File: config.mk
export PLATFORM = sky130hd
export DESIGN_NAME = spi_cmd_regs
export DESIGN_NICKNAME = d
export VERILOG_FILES = /design/src/rtl/spi_cmd_regs.sv
export SDC_FILE = /design/constraint.sdc
export NUM_CORES = 1
export LEC_CHECK = 0
export CAP_MARGIN = 20
export CORE_MARGIN = 4
export CORE_UTILIZATION = 45
export DETAILED_ROUTE_END_ITERATION = 12
export GPL_TIMING_DRIVEN = 0
export PLACE_DENSITY = 0.71
export SLEW_MARGIN = 20
export SYNTH_ARGS = -nofsm -noshare
export SYNTH_HDL_FRONTEND = slang
export SYNTH_SLANG_ARGS = --single-unit
File: constraint.sdc
create_clock -name clk -period 6.7 [get_ports clk]
set_clock_uncertainty 0.1 [all_clocks]
set_input_delay 0.67 -clock clk [delete_from_list [all_inputs] [get_ports clk]]
set_output_delay 0.67 -clock clk [all_outputs]
set_load 0.02 [all_outputs]
File: src/rtl/spi_cmd_regs.sv
// ---------------------------------------------------------------------------
// spi_cmd_regs
//
// Command decoder and 8-bit register bank behind the SPI slave byte engine.
// The first byte of each chip-select frame is a command:
//   bit7 = 1 write / 0 read, bits ADDR_W-1:0 = start address.
// Following bytes write (or read) consecutive registers with address
// auto-increment. The address wraps from NREGS-1 to 0.
// Register 0 is read-only and always reads ID_VALUE.
//
// Ports:
//   clk        system clock (shared with the SPI byte engine)
//   rst_n      asynchronous active-low reset
//   cs_n       SPI chip select from the pad, active-low, asynchronous
//   rx_data    received byte, stable while rx_valid is high
//   rx_valid   byte-complete flag, may stay high for several cycles
//   tx_data    next byte to shift out
//   regs_flat  register contents, reg k at [8k+7:8k]; reg 0 = ID_VALUE
//   wr_strobe  one-cycle pulse per accepted register write
//   wr_addr    address of the write flagged by wr_strobe
//   busy       high while a frame is active
// ---------------------------------------------------------------------------
module spi_cmd_regs #(
  parameter int          ADDR_W   = 4,
  parameter logic [7:0]  ID_VALUE = 8'hA5
) (
  input  logic                        clk,
  input  logic                        rst_n,
  input  logic                        cs_n,
  input  logic [7:0]                  rx_data,
  input  logic                        rx_valid,
  output logic [7:0]                  tx_data,
  output logic [8*(2**ADDR_W)-1:0]    regs_flat,
  output logic                        wr_strobe,
  output logic [ADDR_W-1:0]           wr_addr,
  output logic                        busy
);

  localparam int NREGS = 2**ADDR_W;

  typedef enum logic [1:0] {
    ST_IDLE,
    ST_CMD,
    ST_WR,
    ST_RD
  } state_t;

  // -------------------------------------------------------------------------
  // Chip-select synchronizer and edge detection.
  // The synchronizer and its history flop reset to the "active" value so that
  // a reset taken while cs_n is still low never looks like a new frame start;
  // a fresh frame requires cs_n to go high and then low again.
  // -------------------------------------------------------------------------
  logic cs_s1_q, cs_s2_q, cs_act_prev_q;
  logic cs_act, cs_rise;

  always_ff @(posedge clk or negedge rst_n) begin
    if (!rst_n) begin
      cs_s1_q       <= 1'b0;
      cs_s2_q       <= 1'b0;
      cs_act_prev_q <= 1'b1;
    end else begin
      cs_s1_q       <= cs_n;
      cs_s2_q       <= cs_s1_q;
      cs_act_prev_q <= cs_act;
    end
  end

  assign cs_act  = ~cs_s2_q;
  assign cs_rise = cs_act & ~cs_act_prev_q;

  // -------------------------------------------------------------------------
  // Byte event: rising edge of rx_valid, only counted inside an active frame.
  // Gating with cs_act makes a deassertion in the same cycle win.
  // -------------------------------------------------------------------------
  logic rx_valid_prev_q;
  logic byte_ev;

  always_ff @(posedge clk or negedge rst_n) begin
    if (!rst_n) rx_valid_prev_q <= 1'b0;
    else        rx_valid_prev_q <= rx_valid;
  end

  assign byte_ev = rx_valid & ~rx_valid_prev_q & cs_act;

  // -------------------------------------------------------------------------
  // Register bank and read view (index 0 is the constant ID).
  // -------------------------------------------------------------------------
  logic [7:0]        rd_view [NREGS];
  logic              wr_en;
  logic [ADDR_W-1:0] ptr_q, ptr_d;
  logic [ADDR_W-1:0] ptr_inc;

  assign rd_view[0]      = ID_VALUE;
  assign regs_flat[7:0]  = ID_VALUE;

  generate
    for (genvar gi = 1; gi < NREGS; gi++) begin : g_reg
      logic [7:0] reg_q;
      always_ff @(posedge clk or negedge rst_n) begin
        if (!rst_n)                                  reg_q <= 8'h00;
        else if (wr_en && (ptr_q == ADDR_W'(gi)))    reg_q <= rx_data;
      end
      assign rd_view[gi]           = reg_q;
      assign regs_flat[8*gi +: 8]  = reg_q;
    end
  endgenerate

  // Reserved command bits carry no meaning.
  logic unused_cmd_bits;
  assign unused_cmd_bits = ^rx_data[6:ADDR_W];

  // -------------------------------------------------------------------------
  // Frame FSM
  // -------------------------------------------------------------------------
  state_t            state_q, state_d;
  logic [7:0]        tx_q, tx_d;
  logic              wr_strobe_q, wr_strobe_d;
  logic [ADDR_W-1:0] wr_addr_q, wr_addr_d;

  assign ptr_inc = ptr_q + 1'b1;

  always_ff @(posedge clk or negedge rst_n) begin
    if (!rst_n) begin
      state_q     <= ST_IDLE;
      ptr_q       <= '0;
      tx_q        <= 8'h00;
      wr_strobe_q <= 1'b0;
      wr_addr_q   <= '0;
    end else begin
      state_q     <= state_d;
      ptr_q       <= ptr_d;
      tx_q        <= tx_d;
      wr_strobe_q <= wr_strobe_d;
      wr_addr_q   <= wr_addr_d;
    end
  end

  always_comb begin
    state_d     = state_q;
    ptr_d       = ptr_q;
    tx_d        = tx_q;
    wr_strobe_d = 1'b0;
    wr_addr_d   = wr_addr_q;
    wr_en       = 1'b0;

    if (state_q == ST_IDLE) begin
      if (cs_rise) begin
        state_d = ST_CMD;
        tx_d    = 8'h00;
      end
    end else if (!cs_act) begin
      // Frame ended: drop anything in progress.
      state_d = ST_IDLE;
    end else if (byte_ev) begin
      case (state_q)
        ST_CMD: begin
          ptr_d = rx_data[ADDR_W-1:0];
          if (rx_data[7]) begin
            state_d = ST_WR;
          end else begin
            state_d = ST_RD;
            tx_d    = rd_view[rx_data[ADDR_W-1:0]];
          end
        end
        ST_WR: begin
          // Register 0 is read-only: silently discarded, no strobe.
          if (ptr_q != '0) begin
            wr_en       = 1'b1;
            wr_strobe_d = 1'b1;
            wr_addr_d   = ptr_q;
          end
          ptr_d = ptr_inc;
        end
        ST_RD: begin
          ptr_d = ptr_inc;
          tx_d  = rd_view[ptr_inc];
        end
        default: state_d = ST_IDLE;
      endcase
    end
  end

  assign tx_data   = tx_q;
  assign wr_strobe = wr_strobe_q;
  assign wr_addr   = wr_addr_q;
  assign busy      = (state_q != ST_IDLE);

endmodule

* Word level (Yosys, flattened, before mapping)
Index checks and enable logic that the tools add are counted.
** Word-level totals
- Register bits :: 143
- Latch bits :: 0
- Memory bits (writable) :: 0
- ROM bits :: 0
- Bits of input ports :: 12
- Output and inout port bits :: 142
- Word-level logic and storage cells :: 109
- Memories kept :: 0
** Operators by class
- Add/subtract/negate cells :: 1
- Multipliers :: 0
- Div/mod/pow operators :: 0
- $lt $le $gt $ge :: 2
- Equal/unequal tests :: 22
- Shift operators :: 0
- Mux-type cells :: 24
- Bitwise logic cells :: 9
- Reduce and logical (&&, ||, !) cells :: 27
** Operator list (number)
- 8-bit 2-to-1 mux :: 9
- 8-bit binary-select mux with 4-bit select :: 2
- 4-bit == test (second input constant) :: 8
- 4-bit by 3-bit == test with 1-bit output (second input constant) :: 4
- 8-bit one-hot mux with 2 select lines :: 1
- 1-bit logical AND :: 15
- 5-bit >= comparator (second input constant) :: 2
- 4-bit NOT with 5-bit output :: 2
- 5-bit AND reduction :: 2
- 4-bit by 2-bit == test with 1-bit output (second input constant) :: 2
- 2-bit 2-to-1 mux :: 4
- 4-bit one-hot mux with 2 select lines :: 1
- 1-bit 2-to-1 mux :: 6
- 2-bit nonzero test :: 3
- 3-bit nonzero test :: 2
- 4-bit by 1-bit adder with 4-bit output (second input constant) :: 1
- 2-bit == test (second input constant) :: 2
- 4-bit by 1-bit == test with 1-bit output (second input constant) :: 1
- 1-bit NOT :: 4
- 2-bit one-hot mux with 2 select lines :: 1
- 4-bit AND reduction :: 1
- 4-bit nonzero test :: 1
- 1-bit AND :: 3
- 3-bit by 1-bit != test with 1-bit output (second input constant) :: 1
- other kinds (7) :: 7

* Logic depth before layout (Yosys ltp)
Gate-level depths: netlist (run 1).
- Word-level depth :: 9
- Gate-level depth with buffers :: 11
- Mapped depth without buffers :: 7

* Worst setup path after synthesis (run 1)
Ideal clock, no wire load.
- Path type :: register to register
- Start point :: register ptr_q[0]
- End point :: register tx_q[4] (netlist: tx_data[4])
- Library setup time :: 0.122 ns
- Data arrival time :: 2.403 ns
- Required time :: 6.478 ns
- Slack :: 4.075 ns
- Cell stages (with the launch flop) :: 11
- Path buffers :: 4
- Period minus slack after synthesis :: 2.625 ns
- Path through :: dfrtp_1 -> buf_4 -> buf_2 -> inv_1 -> ha_1 -> buf_2 -> clkbuf_1 -> mux4_2 -> mux2i_1 -> a21oi_1 -> a32o_1
** Between the ends
- Cells in the longest elaborated chain, start to end :: 9
** Ends and longest elaborated chain
- start, declared :: RTL line 91 : logic [ADDR_W-1:0] ptr_q, ptr_d;
- start signal, assigned :: RTL line 132 : ptr_q <= ptr_d;
- 4-bit by 1-bit adder with 4-bit output :: RTL line 121 : assign ptr_inc = ptr_q + 1'b1;
- 4-bit NOT with 5-bit output (not written as such) :: RTL line 177 : tx_d = rd_view[ptr_inc];
- 8-bit binary-select mux with 4-bit select :: RTL line 177
- 8-bit 2-to-1 mux (not written as such) (2 in series) :: RTL line 177
- 8-bit one-hot mux with 2 select lines :: RTL line 156 : case (state_q)
- 8-bit 2-to-1 mux :: RTL line 155 : end else if (byte_ev) begin
- 8-bit 2-to-1 mux :: RTL line 152 : end else if (!cs_act) begin
- 8-bit 2-to-1 mux :: RTL line 147 : if (state_q == ST_IDLE) begin
- end signal, assigned :: RTL line 133 : tx_q <= tx_d;
- end, declared :: RTL line 117 : logic [7:0] tx_q, tx_d;
No other way between the ends. The select of a mux whose other input is x is not followed.
A chain may end at the register's enable or synchronous reset.

* Worst setup path after layout (run 1)
- Start point :: register ptr_q[0]
- End point :: register tx_q[0] (netlist: tx_data[0])
Same word-level chain as after synthesis.

==> metrics.yaml, run 1 <==
yosys:
  yosysSeqAreaShare_pct: 46.68
  ys_ff_latch: 143
  syn-cell-area_sq_um: 7669
  synth_fa_ha_area_share_pct: 0.6526
  synth_xor_area_share_pct: 0.3426
  synth_mux_area_share_pct: 36.22
  synth_compound_area_share_pct: 6.951
  synth-simple-area-share_pct: 5.254
  ys_types: 47
  ys_warn_count: 0
  synth_top_family_by_area: "multiplexers"
  yosys.area.top_type_share_pct: 46.34
  synth.area.top_cells: "dfrtp_1, mux2_2, mux4_2"
  synth_cells: 577
  yosysTopAreaCell: "dfrtp_1"
  post_synth.cell_area_avg_sq_um: 13.29
floorplanning:
  core-area_sq_um: 16640
  start_util_pct: 46.08
  die_h_microns: 138.5
  die_w_microns: 138.5
  die_area_sq_um: 19190
  num_rows: 47
  ioPinCount: 154
final_layout:
  post-route-util_pct: 60.42
  final_common_cell: "clkdlybuf4s50_1"
  layout_common_cells: "clkdlybuf4s50_1, dfrtp_1, mux2_2"
  syn2layout_area_growth_pct: 31.11
  final_net_count: 763
  drive_gt1_share_pct: 29.74
  nFillCells: 1268
  num_antenna_cells: 0
  final_cell_area_sq_um: 10050
setup_path:
  cp-end-kind: "register"
  r2r_slack_ns: 3.03
  reg2reg_from: "ptr_q[0]$_DFFE_PN0P_"
  cp-startpoint: "ptr_q[0]$_DFFE_PN0P_"
  path_class: "reg2reg"
  crit_required_ns: 6.90
  critPathMaxStageDelay_ns: 0.74
  timing.rr.end: "tx_data[0]$_DFFE_PN0P_"
  cp_max_fo: 10
  cpMaxStageDelayCell: "clkbuf_1"
  reg2regPathDepth: 11
  cp-start-kind: "register"
  arrival_ns: 3.87
  endpoint: "tx_data[0]$_DFFE_PN0P_"
  crit_path_cell_trace: "buf_4 > buf_2 > inv_1 > ha_1 > buf_2 > clkbuf_1 > mux4_2 > nor2_1 > nor2_1 > o21ai_0 > o31ai_1"
clock_network:
  cts-root-buf: "clkbuf_16"
  cts.clk_slew.worst_paths_ns: 0.06
  clock_sinks: 143
  cts_hold_buf: 0
  cts_buffer_depth: 2
  htree_levels: 4
  cts_setup_buffers: 0
  cts_repair_resize_count: 0
  insertion_delay_ns: 0.43
  cts_buffers: 17
  cts_tree: "built"
routing:
  vias: 5896
  drtIter0Drc: 580
  first_pass_iters: 5
  post-route-drc-count: 0
  wl_microns: 24770
  routedWlPerCell_microns: 25.27
  via_per_inst: 6.016
  ant_nets: 0
timing:
  hold_viol_final: 0
  setup_viol: 0
  max_slew_margin_pct: 36.96
  tns_ns: 0
  rsz0062_at_grt: "no"
  min_period_ns: 3.671
  finalCritPeriodShare_pct: 54.79
  worstMarginPinSlew_ns: 0.9457
  drv_slew: 0
  fmax_mhz: 272.4
  finalWorstSetupSlack_ns: 3.029
power_and_ir_drop:
  ir_drop_mv: 0.2808
  p_per_area_nw_per_um2: 253.3
  p_leak_nw: 4.534
global_route:
  antenna_found_initial: 0
  grt_pass1_vias: 6165
  grt_pass1_wl_microns: 38310
  grt_max_degree: 75
  grtUsageTotal_pct: 26.06
  overflow: 0
run_status:
  status: "finished, final reports clean"
placed_design:
  place_ws_ns: 3.150
  dp_hpwl_microns: 17390
  port_buffers: 144
  placed_area_sq_um: 9440
  gp_congestion: 0.9101
min_path:
  hold_class: "in2async"
flow_run:
  drv_cap: 0
==> worst min-delay path by stage <==
stage,startpoint,endpoint,slack [ns],cells after the start
after floorplan,cs_s1_q$_DFF_PN0_,cs_s2_q$_DFF_PN0_,0.23,0
after global placement,cs_s1_q$_DFF_PN0_,cs_s2_q$_DFF_PN0_,0.25,0
after detailed placement,cs_s1_q$_DFF_PN0_,cs_s2_q$_DFF_PN0_,0.24,0
after CTS,rst_n,g_reg[5].reg_q[7]$_DFFE_PN0P_,0.11,1
after global routing,rst_n,g_reg[5].reg_q[7]$_DFFE_PN0P_,0.14,1
final,rst_n,g_reg[5].reg_q[7]$_DFFE_PN0P_,0.09,1
==> critical path: cells and delay by family, from the launching register on <==
family | cells | cell delay [ns]
AO/OA/AOI/OAI | 2 | 0.47
adder cells (fa/ha/maj) | 1 | 0.29
buffers and inverters | 5 | 1.70
flip-flops | 1 | 0.38
multiplexers | 1 | 0.43
AND/OR/NAND/NOR | 2 | 0.15
==> area by class of cell <==
class / instances / area [sq um] / share of cell area (%)
inverter: 7 / 26.28 / 0.2613
sequential: 143 / 3580 / 35.60
clock buffer: 20 / 456.7 / 4.542
buffer: 48 / 265.3 / 2.638
multi-input combinational: 385 / 3820 / 37.99
tap: 220 / 275.3 / 2.738
clock inverter: 12 / 157.7 / 1.568
timing repair buffer: 145 / 1474 / 14.66
==> logic make-up (layout without fill, tap and decap cells) <==
logic type	Yosys count	count (layout)
xor+xnor	3	3
simple gates	84	84
fa+ha+maj	4	4
flops	143	143
compound gates	76	76
buf+inv	55	232
other cells	2	8
mux	210	210
==> where the power goes <==
| group | internal (mW) | leakage, nW | switching (mW) |
|---|---|---|---|
| sequential | 0.896 | 1.97 | 0.0328 |
| combinational | 0.239 | 2.27 | 0.387 |
| clock | 0.607 | 0.293 | 0.385 |
| total | 1.74 | 4.53 | 0.804 |
==> cells in the mapped netlist (all sizes together) <==
master	n
dfrtp	142
mux2	123
mux2i	48
mux4	39
buf	32
nand2	30
nor2	28
a21oi	18
clkbuf	16
o211ai	8
o21ai	8
inv	7
nor3	7
a31oi	6
and2	5
o31ai	5
a2111oi	4
a211oi	4
a21boi	4
a22oi	4
a32o	4
ha	4
o221ai	4
o2bb2ai	4
nand3	3
conb	2
nand2b	2
nand3b	2
nor2b	2
or2	2
xnor2	2
a221oi	1
a2bb2oi	1
and3	1
dfstp	1
nor3b	1
nor4	1
o22a	1
xor2	1
==> metal layers <==
layer	global-route usage (%)	part of all wire (%)	vias up
met3	5.828	7.7	45
met5	0	0	-
li1	-	-	2506
met4	8.580	2.9	0
met2	41.55	47	295
met1	35.68	42	3050
==> through the flow <==
stage	instances	hold slack, ns	power (mW)
final	980	0.08747	2.546
after floorplan	583	0.2312	1.341
after global routing	980	0.1381	2.639
after CTS	980	0.1076	2.559
after detailed placement	948	0.2433	1.564
after global placement	947	0.2479	1.554
==> flip-flops by register name, indices dropped and copies added (netlist names) <==
| name | flops |
|---|---|
| g.reg_q | 120 |
| tx_data | 8 |
| ptr_q | 4 |
| wr_addr | 4 |
| state_q | 2 |
| cs_act_prev_q | 1 |
| cs_s1_q | 1 |
| cs_s2_q | 1 |
| rx_valid_prev_q | 1 |
| wr_strobe | 1 |
Note: power is estimated with default switching activity, not from simulation.
==> run 2, diff against run 1 <==
--- a/config.mk
+++ b/config.mk
@@ -10,7 +10,7 @@
 export CORE_UTILIZATION = 45
 export DETAILED_ROUTE_END_ITERATION = 12
 export GPL_TIMING_DRIVEN = 0
-export PLACE_DENSITY = 0.71
+export PLACE_DENSITY = 0.74
 export SLEW_MARGIN = 20
 export SYNTH_ARGS = -nofsm -noshare
 export SYNTH_HDL_FRONTEND = slang
==> constraint.sdc (replaced) <==
create_clock -name clk -period 3.27 [get_ports clk]
set_clock_uncertainty 0.1 [all_clocks]
set_input_delay 0.327 -clock clk [delete_from_list [all_inputs] [get_ports clk]]
set_output_delay 0.327 -clock clk [all_outputs]
set_load 0.02 [all_outputs]
==> run 2 against run 1 <==
Compared with the run above:
- cell count is 0.10% higher
- non-clock buffer count is 1 higher
- first-iteration DRC count is 24% lower
- design area is 0.14% higher
- setup slack worse by 2.9 ns
- global-route usage is 0.99 points lower
- combinational power is 110% higher
- sequential power is 110% higher
- core utilization is 0.083 points higher
- fmax is 18% higher
- sequential cell count stayed put
- die area stayed put
- largest cell class unchanged
- largest power group unchanged
- highest routed layer unchanged
==> metrics.yaml, run 2 (same netlist as run 1, synthesis figures left out) <==
setup_path:
  path_class: "reg2reg"
  endpoint: "tx_data[0]$_DFFE_PN0P_"
  cp-end-kind: "register"
  reg2reg_from: "ptr_q[0]$_DFFE_PN0P_"
  reg2regPathDepth: 11
  crit_required_ns: 3.46
  cp-startpoint: "ptr_q[0]$_DFFE_PN0P_"
  cp_max_fo: 10
  timing.rr.end: "tx_data[0]$_DFFE_PN0P_"
  arrival_ns: 3.31
  r2r_slack_ns: 0.15
  cp-start-kind: "register"
final_layout:
  drive_gt1_share_pct: 29.70
  regMostFlops: "g.reg_q"
  syn2layout_area_growth_pct: 31.29
  largest_reg_flops: 120
  layout_common_cells: "clkdlybuf4s50_1, dfrtp_1, mux2_2"
  num_antenna_cells: 0
  nFillCells: 1325
  final_common_cell: "clkdlybuf4s50_1"
  final_net_count: 764
  final_cell_area_sq_um: 10070
power_and_ir_drop:
  p_sw_mw: 1.587
  pwr-share-clk_pct: 38.5
  p_per_area_nw_per_um2: 514.9
  p_leak_nw: 4.545
  switching_share_pct: 30.62
  ir_drop_mv: 0.4119
  internal_power_mw: 3.597
  share_comb_of_total_power_pct: 24.8
  pwr-share-seq_pct: 36.7
  power_mw: 5.184
clock_network:
  cts_buffers: 17
  cts_buffer_depth: 2
  cts_tree: "built"
  cts-root-buf: "clkbuf_16"
  clock_sinks: 143
  insertion_delay_ns: 0.42
  htree_levels: 4
  cts.clk_slew.worst_paths_ns: 0.06
timing:
  min_period_ns: 3.121
  setup_viol: 0
  finalCritPeriodShare_pct: 95.43
  drv_slew: 0
  fmax_mhz: 320.5
  worstMarginPinSlew_ns: 0.9000
  max_slew_margin_pct: 39.67
  rsz0062_at_grt: "no"
  hold_viol_final: 0
global_route:
  grt_use_met1_pct: 32.73
  grt_max_degree: 89
  grt_pass1_wl_microns: 37050
  use_met3_pct: 5.483
  busiest_layer: "met2"
  overflow: 0
  antenna_found_initial: 0
  grtUsageTotal_pct: 25.06
  grtUsageMet2_pct: 40.57
  grt_pass1_vias: 6262
floorplanning:
  start_util_pct: 46.08
  die_w_microns: 138.5
  die_area_sq_um: 19190
  num_rows: 47
  die_h_microns: 138.5
  ioPinCount: 154
  core-area_sq_um: 16640
routing:
  vias: 5827
  ant_nets: 0
  via_per_inst: 5.940
  drtIter0Drc: 441
  wl_microns: 24100
  post-route-drc-count: 0
  first_pass_iters: 5
  routedWlPerCell_microns: 24.57
flow_run:
  drv_cap: 0
placed_design:
  gp_congestion: 0.8912
  port_buffers: 144
  dp_hpwl_microns: 17350
  placed_area_sq_um: 9440
min_path:
  hold_class: "in2reg"
run_status:
  status: "finished, final reports clean"
[run 2: what timing repair did]
| action | in CTS | in global routing |
|---|---|---|
| resized for setup | 1 | 5 |
| hold endpoints to repair | 54 | 0 |
| setup buffers | 0 | 0 |
| hold buffers | 1 | 0 |
| setup endpoints to repair | 7 | 8 |
[run 2: layout make-up]
class / instances / area (sq um) / share of cell area (%)
inverter: 7 / 26.28 / 0.2610
clock inverter: 9 / 132.6 / 1.317
multi-input combinational: 385 / 3820 / 37.94
buffer: 48 / 272.8 / 2.709
clock buffer: 23 / 478.0 / 4.747
tap: 220 / 275.3 / 2.734
sequential: 143 / 3580 / 35.55
timing repair buffer: 146 / 1484 / 14.74
[run 2: power by group through the flow]
stage	logic [mW]	registers, mW	clock network, mW
2_1_floorplan	0.778	1.97	0
6_report	1.29	1.91	1.99
5_1_grt	1.36	1.91	2.08
3_3_place_gp	1.24	1.93	0
3_5_place_dp	1.26	1.93	0
4_1_cts	1.27	1.90	2.02
[run 2: per-stage QoR]
step	std cells	hold slack (ns)	TNS (ns)	worst slack, ns	utilization [%]
after floorplan	583	-0.06859	0	0.6454	-
after global placement	947	0.2468	-534.35	-3.755	56.53
after detailed placement	948	0.1751	-1.215	-0.2189	56.73
after CTS	981	0.2400	0	0.01779	60.46
after global routing	981	0.2498	0	0.02188	60.50
final	981	0.2524	0	0.1494	60.50
[run 2: worst max-delay path, cell delays in order (launching register included)]
cell and delay [ns]:
dfrtp_1 0.40, buf_4 0.24, buf_2 0.32, inv_1 0.14
ha_1 0.32, buf_2 0.22, clkbuf_4 0.32, mux4_2 0.34
nor2_1 0.10, nor2_1 0.05, o21ai_0 0.32, o31ai_1 0.12
[run 2: how the worst min path moves through the flow]
stage	startpoint	endpoint	slack, ns	cells after the start
after global placement	cs_s1_q$_DFF_PN0_	cs_s2_q$_DFF_PN0_	0.25	0
after CTS	cs_n	cs_s1_q$_DFF_PN0_	0.24	1
after detailed placement	rst_n	g_reg[14].reg_q[3]$_DFFE_PN0P_	0.18	1
after floorplan	rst_n	cs_s1_q$_DFF_PN0_	-0.07	0
after global routing	cs_n	cs_s1_q$_DFF_PN0_	0.25	1
final	cs_n	cs_s1_q$_DFF_PN0_	0.25	1
[run 2: layer usage]
| metal | up-vias | share of wire (%) | wire (microns) |
|---|---|---|---|
| met5 | - | 0 | 0 |
| met3 | 54 | 7.0 | 1682 |
| li1 | 2506 | - | - |
| met2 | 297 | 49 | 11730 |
| met4 | 0 | 3.5 | 851 |
| met1 | 2970 | 41 | 9838 |
